## src/rtl/m_receiver_pkg.sv

```systemverilog
// Shared receiver definitions: FSM states, status bit positions and status packing.
// Also used by m_transmitter status decoding so both sides agree on bit meanings.
package m_receiver_pkg;

  typedef enum logic [1:0] {
    IDLE  = 2'd0,
    START = 2'd1,
    DATA  = 2'd2,
    STOP  = 2'd3
  } rx_state_t;

  localparam int ST_BUSY       = 0;
  localparam int ST_FRAME_ERR  = 1;
  localparam int ST_OVERFLOW   = 2;
  localparam int ST_EMPTY      = 3;
  localparam int ST_FULL       = 4;
  localparam int ST_FRAME_OPEN = 5;

  function automatic logic [7:0] status_pack(
    input logic busy,
    input logic frame_err,
    input logic overflow,
    input logic empty,
    input logic full,
    input logic frame_open
  );
    logic [7:0] s;
    s                = '0;
    s[ST_BUSY]       = busy;
    s[ST_FRAME_ERR]  = frame_err;
    s[ST_OVERFLOW]   = overflow;
    s[ST_EMPTY]      = empty;
    s[ST_FULL]       = full;
    s[ST_FRAME_OPEN] = frame_open;
    return s;
  endfunction

endpackage

```

## src/rtl/m_rx_fifo.sv

```systemverilog
// Byte FIFO, show-ahead: a write is visible at rd_data/count one cycle later.
// Writes when full and reads when empty are ignored; the caller flags overflow.
module m_rx_fifo #(
  parameter int DEPTH = 256
) (
  input  logic                      clk,
  input  logic                      rst,
  input  logic                      wr_en,
  input  logic [7:0]                wr_data,
  input  logic                      rd_en,
  output logic [7:0]                rd_data,
  output logic [$clog2(DEPTH):0]    count,
  output logic                      full,
  output logic                      empty
);

  localparam int AW = $clog2(DEPTH);
  localparam int CW = AW + 1;
  localparam logic [CW-1:0] FULL_CNT = CW'(DEPTH);

  logic [7:0]    mem [DEPTH];
  logic [AW-1:0] wr_ptr;
  logic [AW-1:0] rd_ptr;
  logic          do_wr;
  logic          do_rd;

  assign full  = (count == FULL_CNT);
  assign empty = (count == '0);
  assign do_wr = wr_en && !full;
  assign do_rd = rd_en && !empty;

  always_ff @(posedge clk) begin
    if (rst) begin
      wr_ptr <= '0;
      rd_ptr <= '0;
      count  <= '0;
    end else begin
      if (do_wr) wr_ptr <= wr_ptr + AW'(1);
      if (do_rd) rd_ptr <= rd_ptr + AW'(1);
      case ({do_wr, do_rd})
        2'b10:   count <= count + CW'(1);
        2'b01:   count <= count - CW'(1);
        default: count <= count;
      endcase
    end
  end

  // Storage carries no reset; only the pointers define what is valid.
  always_ff @(posedge clk) begin
    if (do_wr) mem[wr_ptr] <= wr_data;
  end

  assign rd_data = empty ? 8'h00 : mem[rd_ptr];

endmodule

```

## src/rtl/m_receiver.sv

```systemverilog
// 8N1 serial receiver with byte FIFO and idle-gap frame delimiting; byte visible the cycle after its stop-bit sample.
// No backpressure on the line: a byte arriving with the FIFO full is dropped and flagged as overflow.
module m_receiver
  import m_receiver_pkg::*;
#(
  parameter int CLKS_PER_BIT = 4,
  parameter int GAP_BITS     = 12,
  parameter int FIFO_DEPTH   = 256
) (
  input  logic        i_clk,
  input  logic        i_rst,
  input  logic        i_rx,
  input  logic        i_data_re,
  input  logic        i_frame_ack,
  input  logic        i_clear,
  output logic [7:0]  o_data,
  output logic [15:0] o_data_size,
  output logic [7:0]  o_frames_count,
  output logic [7:0]  o_status
);

  localparam int CNT_W      = $clog2(CLKS_PER_BIT);
  localparam int GAP_CYCLES = GAP_BITS * CLKS_PER_BIT;
  localparam int GAP_W      = $clog2(GAP_CYCLES + 1);
  localparam int FCW        = $clog2(FIFO_DEPTH) + 1;

  localparam logic [CNT_W-1:0] HALF_M1 = CNT_W'(CLKS_PER_BIT / 2 - 1);
  localparam logic [CNT_W-1:0] FULL_M1 = CNT_W'(CLKS_PER_BIT - 1);
  localparam logic [GAP_W-1:0] GAP_END = GAP_W'(GAP_CYCLES);

  logic rx_meta;
  logic rx_sync;
  logic rx_prev;

  rx_state_t        state_q, state_d;
  logic [CNT_W-1:0] cnt_q, cnt_d;
  logic [2:0]       bit_q, bit_d;
  logic [7:0]       shift_q, shift_d;
  logic             byte_ok;
  logic             byte_bad;
  logic             start_entry;

  logic [GAP_W-1:0] gap_q;
  logic             open_q;
  logic             gap_close;
  logic [7:0]       frames_q;
  logic             ferr_q;
  logic             ovf_q;

  logic             fifo_push;
  logic [FCW-1:0]   fifo_count;
  logic             fifo_full;
  logic             fifo_empty;

  // Synchronizer and edge-history flops reset high so reset release never looks like a start edge.
  always_ff @(posedge i_clk) begin
    if (i_rst) begin
      rx_meta <= 1'b1;
      rx_sync <= 1'b1;
      rx_prev <= 1'b1;
    end else begin
      rx_meta <= i_rx;
      rx_sync <= rx_meta;
      rx_prev <= rx_sync;
    end
  end

  always_ff @(posedge i_clk) begin
    if (i_rst) begin
      state_q <= IDLE;
      cnt_q   <= '0;
      bit_q   <= '0;
      shift_q <= '0;
    end else begin
      state_q <= state_d;
      cnt_q   <= cnt_d;
      bit_q   <= bit_d;
      shift_q <= shift_d;
    end
  end

  always_comb begin
    state_d     = state_q;
    cnt_d       = cnt_q + CNT_W'(1);
    bit_d       = bit_q;
    shift_d     = shift_q;
    byte_ok     = 1'b0;
    byte_bad    = 1'b0;
    start_entry = 1'b0;
    case (state_q)
      IDLE: begin
        cnt_d = '0;
        if (rx_prev && !rx_sync) begin
          state_d     = START;
          start_entry = 1'b1;
        end
      end
      START: begin
        if (cnt_q == HALF_M1) begin
          cnt_d   = '0;
          bit_d   = '0;
          state_d = rx_sync ? IDLE : DATA;
        end
      end
      DATA: begin
        if (cnt_q == FULL_M1) begin
          cnt_d   = '0;
          shift_d = {rx_sync, shift_q[7:1]};
          bit_d   = bit_q + 3'd1;
          if (bit_q == 3'd7) state_d = STOP;
        end
      end
      STOP: begin
        if (cnt_q == FULL_M1) begin
          cnt_d    = '0;
          state_d  = IDLE;
          byte_ok  = rx_sync;
          byte_bad = !rx_sync;
        end
      end
      default: state_d = IDLE;
    endcase
  end

  assign fifo_push = byte_ok && !i_rst;
  assign gap_close = (state_q == IDLE) && open_q && (gap_q == GAP_END);

  always_ff @(posedge i_clk) begin
    if (i_rst) begin
      gap_q    <= '0;
      open_q   <= 1'b0;
      frames_q <= '0;
      ferr_q   <= 1'b0;
      ovf_q    <= 1'b0;
    end else begin
      if (byte_ok || start_entry || gap_close) begin
        gap_q <= '0;
      end else if (state_q == IDLE && open_q) begin
        gap_q <= gap_q + GAP_W'(1);
      end

      if (byte_ok) begin
        open_q <= 1'b1;
      end else if (gap_close) begin
        open_q <= 1'b0;
      end

      // A close and an ack in the same cycle cancel out.
      if (gap_close && !i_frame_ack) begin
        if (frames_q != 8'hFF) frames_q <= frames_q + 8'd1;
      end else if (i_frame_ack && !gap_close) begin
        if (frames_q != 8'h00) frames_q <= frames_q - 8'd1;
      end

      ferr_q <= byte_bad | (ferr_q & ~i_clear);
      ovf_q  <= (byte_ok & fifo_full) | (ovf_q & ~i_clear);
    end
  end

  m_rx_fifo #(
    .DEPTH (FIFO_DEPTH)
  ) u_fifo (
    .clk     (i_clk),
    .rst     (i_rst),
    .wr_en   (fifo_push),
    .wr_data (shift_q),
    .rd_en   (i_data_re),
    .rd_data (o_data),
    .count   (fifo_count),
    .full    (fifo_full),
    .empty   (fifo_empty)
  );

  assign o_data_size    = 16'(fifo_count);
  assign o_frames_count = frames_q;
  assign o_status       = status_pack(state_q != IDLE, ferr_q, ovf_q,
                                      fifo_empty, fifo_full, open_q);

endmodule

```

## config.mk

```make
export PLATFORM = sky130hd
export DESIGN_NAME = m_receiver
export DESIGN_NICKNAME = d
export VERILOG_FILES = /design/src/rtl/m_receiver_pkg.sv /design/src/rtl/m_rx_fifo.sv /design/src/rtl/m_receiver.sv
export SDC_FILE = /design/constraint.sdc
export NUM_CORES = 2
export LEC_CHECK = 0
export BUFFER_PORTS_ARGS = -buffer_cell sky130_fd_sc_hd__buf_2
export CORE_MARGIN = 3
export CORE_UTILIZATION = 25
export DETAILED_ROUTE_END_ITERATION = 8
export GPL_ROUTABILITY_DRIVEN = 1
export PLACE_DENSITY_LB_ADDON = 0.12
export RECOVER_POWER = 25
export SETUP_SLACK_MARGIN = 0.1
export SLEW_MARGIN = 20
export SYNTH_ARGS = -nofsm -noshare
export SYNTH_HDL_FRONTEND = slang
export SYNTH_HIERARCHICAL = 1
export SYNTH_SLANG_ARGS = --single-unit
```

## constraint.sdc

```tcl
create_clock -name i_clk -period 9.3 [get_ports i_clk]
set_clock_uncertainty 0.05 [all_clocks]
set_input_delay 0.465 -clock i_clk [delete_from_list [all_inputs] [get_ports i_clk]]
set_output_delay 0.465 -clock i_clk [all_outputs]
set_load 0.01 [all_outputs]
```

==> flow_summary.ini <==
[hold_path]
worst_hold_path_type = input port to register
hold_end = rx_meta
worstHoldStart = i_rx
whs_path_depth = 3

[placement]
gp_congestion = 0.737
hpwlAfterDp_um = 145000
port_buffers = 36
place_area_um2 = 88100

[layout]
register_area_um2 = 62900
fin_area_um2 = 95500
multi_input_area_um2 = 18500
final_core_util_pct = 29.1
final_common_cell = edfxtp_1
final_nets = 4082
layout_common_cells = edfxtp_1, mux4_2, nor2_1
nFillCells = 31900
syn2layout_area_growth_pct = 15.6
drive_gt1_share_pct = 25.2

[worst_setup_path]
path_cells = clkbuf_1
critPathRequiredTime_ns = 9.20
reg2reg_slack_ns = 3.28
reg2reg_from = shift_q[1]
path_delay_family = buffers and inverters
crit_buf_inv = 1
cp.arrival_ns = 5.92
path_class = register to register
slowest_stage = clkbuf_1
r2r_cells = 1
end_kind = register
start_kind = register
path_max_fanout = 94
reg2reg_to = u_fifo/mem[98][1]
cpPeakStageDelay_ns = 3.53

[synthesis]
syn_area_um2 = 82600
synth-warning-count = 6
synth.avg_cell_area_um2 = 21.2
ys_ff_latch = 2116
synthCells = 3891
ys_types = 70
ys_seq_area_share_pct = 76.1
synth_edf_count = 2048
ys.flop_type = edfxtp_1
async_flop_share_pct = 0

[status]
outcome = finished with violations
violations = capacitance limit, slew limit

[global_route]
grt_pass1_wl_um = 337000
grt_pass1_vias = 41100
grt_use_total_pct = 14.0
antenna_found_initial = 17
grt_overflow = 0
grt_max_degree = 169

[floorplan]
die_y_um = 581
die_width_um = 581
core_um2 = 328000
ios = 46
rows = 210
dieArea_um2 = 337000
start_util_pct = 25.2

[run]
drv_cap = 22

[timing]
finalHoldViolCount = 0
setup_viol = 0
tns_ns = 0
worst_slew_pin_slew_ns = 4.95
final-max-slew-violation-count = 1311
min_period_ns = 6.02
max_freq_ghz = 0.166
hold_ws_ns = 0.279
relSlewSlack_pct = -230
grt_setup_unrepaired = false
min_period_over_period_pct = 64.7

[power]
p_leak_uw = 0.0283
power_frac_comb_pct = 0.1
swShare_pct = 20.0
internal_power_uw = 15500
power.density_nw_per_um2 = 203
power.switching_uw = 3870
p_clk_share_pct = 46.9
vdd_drop_max_v = 0.000159
pwr-share-seq_pct = 53.1

[route]
first_iter_violations = 3770
via_count = 39200
ant_nets = 0
drt_pass1_iterations = 5
finalWirelength_um = 240000
avgViaCountPerCell = 4.56
detail_route.wl_per_cell_um = 27.9
route.detailed.drc = 0

[clocking]
cts_tree = done
root_buffer = clkbuf_16
clock_latency_ns = 0.86
path_clk_slew_ns = 0.06
cts_inserted_buffers = 238
ctsHtreeMaxLevel = 4
post-cts-setup-buffers = 0
cts_buffer_depth = 4
cts_sinks = 2116
## metal layers
| metal | track usage [%] | wire length, um |
|---|---|---|
| met2 | 23.4 | 118000 |
| met3 | 1.89 | 9430 |
| met4 | 3.20 | 5300 |
| met1 | 19.2 | 107000 |
| met5 | 0 | 0 |
## cell families (layout without fill, tap and decap cells)
kind of cell	Yosys count	count (layout)	synth area share, %
other	1	16	0.00454
muxes	662	662	16.6
DFF	2116	2116	76.1
adders and majority gates	23	23	0.357
AOI/OAI and AO/OA	244	244	1.99
xor gates and xnor gates	26	26	0.276
and+or+nand+nor	551	551	3.00
buffers and inverters	268	615	1.69
## stage by stage
stage                     instances  setup slack (ns)  power [uW]
after floorplan                3899              4.98       10500
after global placement         8154              3.89       10500
after detailed placement       8154              3.86       10500
after CTS                      8591              2.90       19700
after global routing           8593              2.74       20100
final                          8599              3.28       19400
## state kept, by name (all words and copies together) (netlist names), named ones only
register	count
u_fifo/mem	2048
u_fifo/count	9
o_frames_count	8
shift_q	8
u_fifo/rd_ptr	8
u_fifo/wr_ptr	8
gap_q	6
bit_q	3
cnt_q	2
ferr_q	1
open_q	1
ovf_q	1
rx_meta	1
rx_prev	1
rx_sync	1
state_q	1
## power by group through the flow
stage	registers, uW	clock network [uW]	logic [uW]
final	10300	9090	14.4
after global routing	10300	9790	16.6
after CTS	10300	9410	14.9
after detailed placement	10500	0	13.6
after global placement	10500	0	13.7
after floorplan	10500	0	12.6
## cell usage after synthesis (all sizes together), types with 4 or more instances
cell type,instances,share of area [%]
xor2,18,0.19
nor3,15,0.12
a31oi,4,0.030
ha,22,0.33
a211oi,11,0.10
o211ai,6,0.055
o221ai,8,0.085
mux2i,93,1.1
dfxtp,68,1.6
a21o,5,0.045
nand3b,9,0.082
o22ai,80,0.61
nor2,339,1.5
xnor2,8,0.085
a211o,9,0.095
a22o,6,0.064
nor2b,18,0.14
nor3b,6,0.061
nand4,15,0.11
nand2,68,0.31
a221oi,15,0.17
or2,9,0.068
clkbuf,99,0.45
a22oi,9,0.082
mux4,566,15
o32a,7,0.085
buf,140,1.1
a21oi,36,0.22
o21ai,34,0.21
nand2b,9,0.068
nand3,27,0.16
nor4,10,0.098
inv,29,0.13
edfxtp,2048,74
or3,13,0.10
## worst max path at each step
| stage | start | cells after the start | slack (ns) | to |
|---|---|---|---|---|
| 4_1_cts | register | 7 | 2.90 | o_data[6] |
| 6_report | shift_q[1] | 1 | 3.28 | u_fifo/mem[98][1] |
| 2_1_floorplan | shift_q[1] | 0 | 4.98 | u_fifo/mem[0][1] |
| 3_3_place_gp | register | 7 | 3.89 | o_data[6] |
| 3_5_place_dp | register | 7 | 3.86 | o_data[6] |
| 5_1_grt | shift_q[1] | 1 | 2.74 | u_fifo/mem[96][1] |
## area by class of cell
type	count	area share (%)
Clock inverter	133	1.24
Timing Repair Buffer	153	1.17
Inverter	29	0.114
Antenna cell	7	0.0183
Tap cell	4346	5.69
Multi-Input combinational cell	1515	19.4
Clock buffer	300	6.54
Sequential cell	2116	65.8
## what timing repair did
action	CTS	global route
resized for setup	0	0
endpoints found under the hold margin	8	0
hold buffers	4	0
Note: power is estimated with default switching activity, not from simulation.
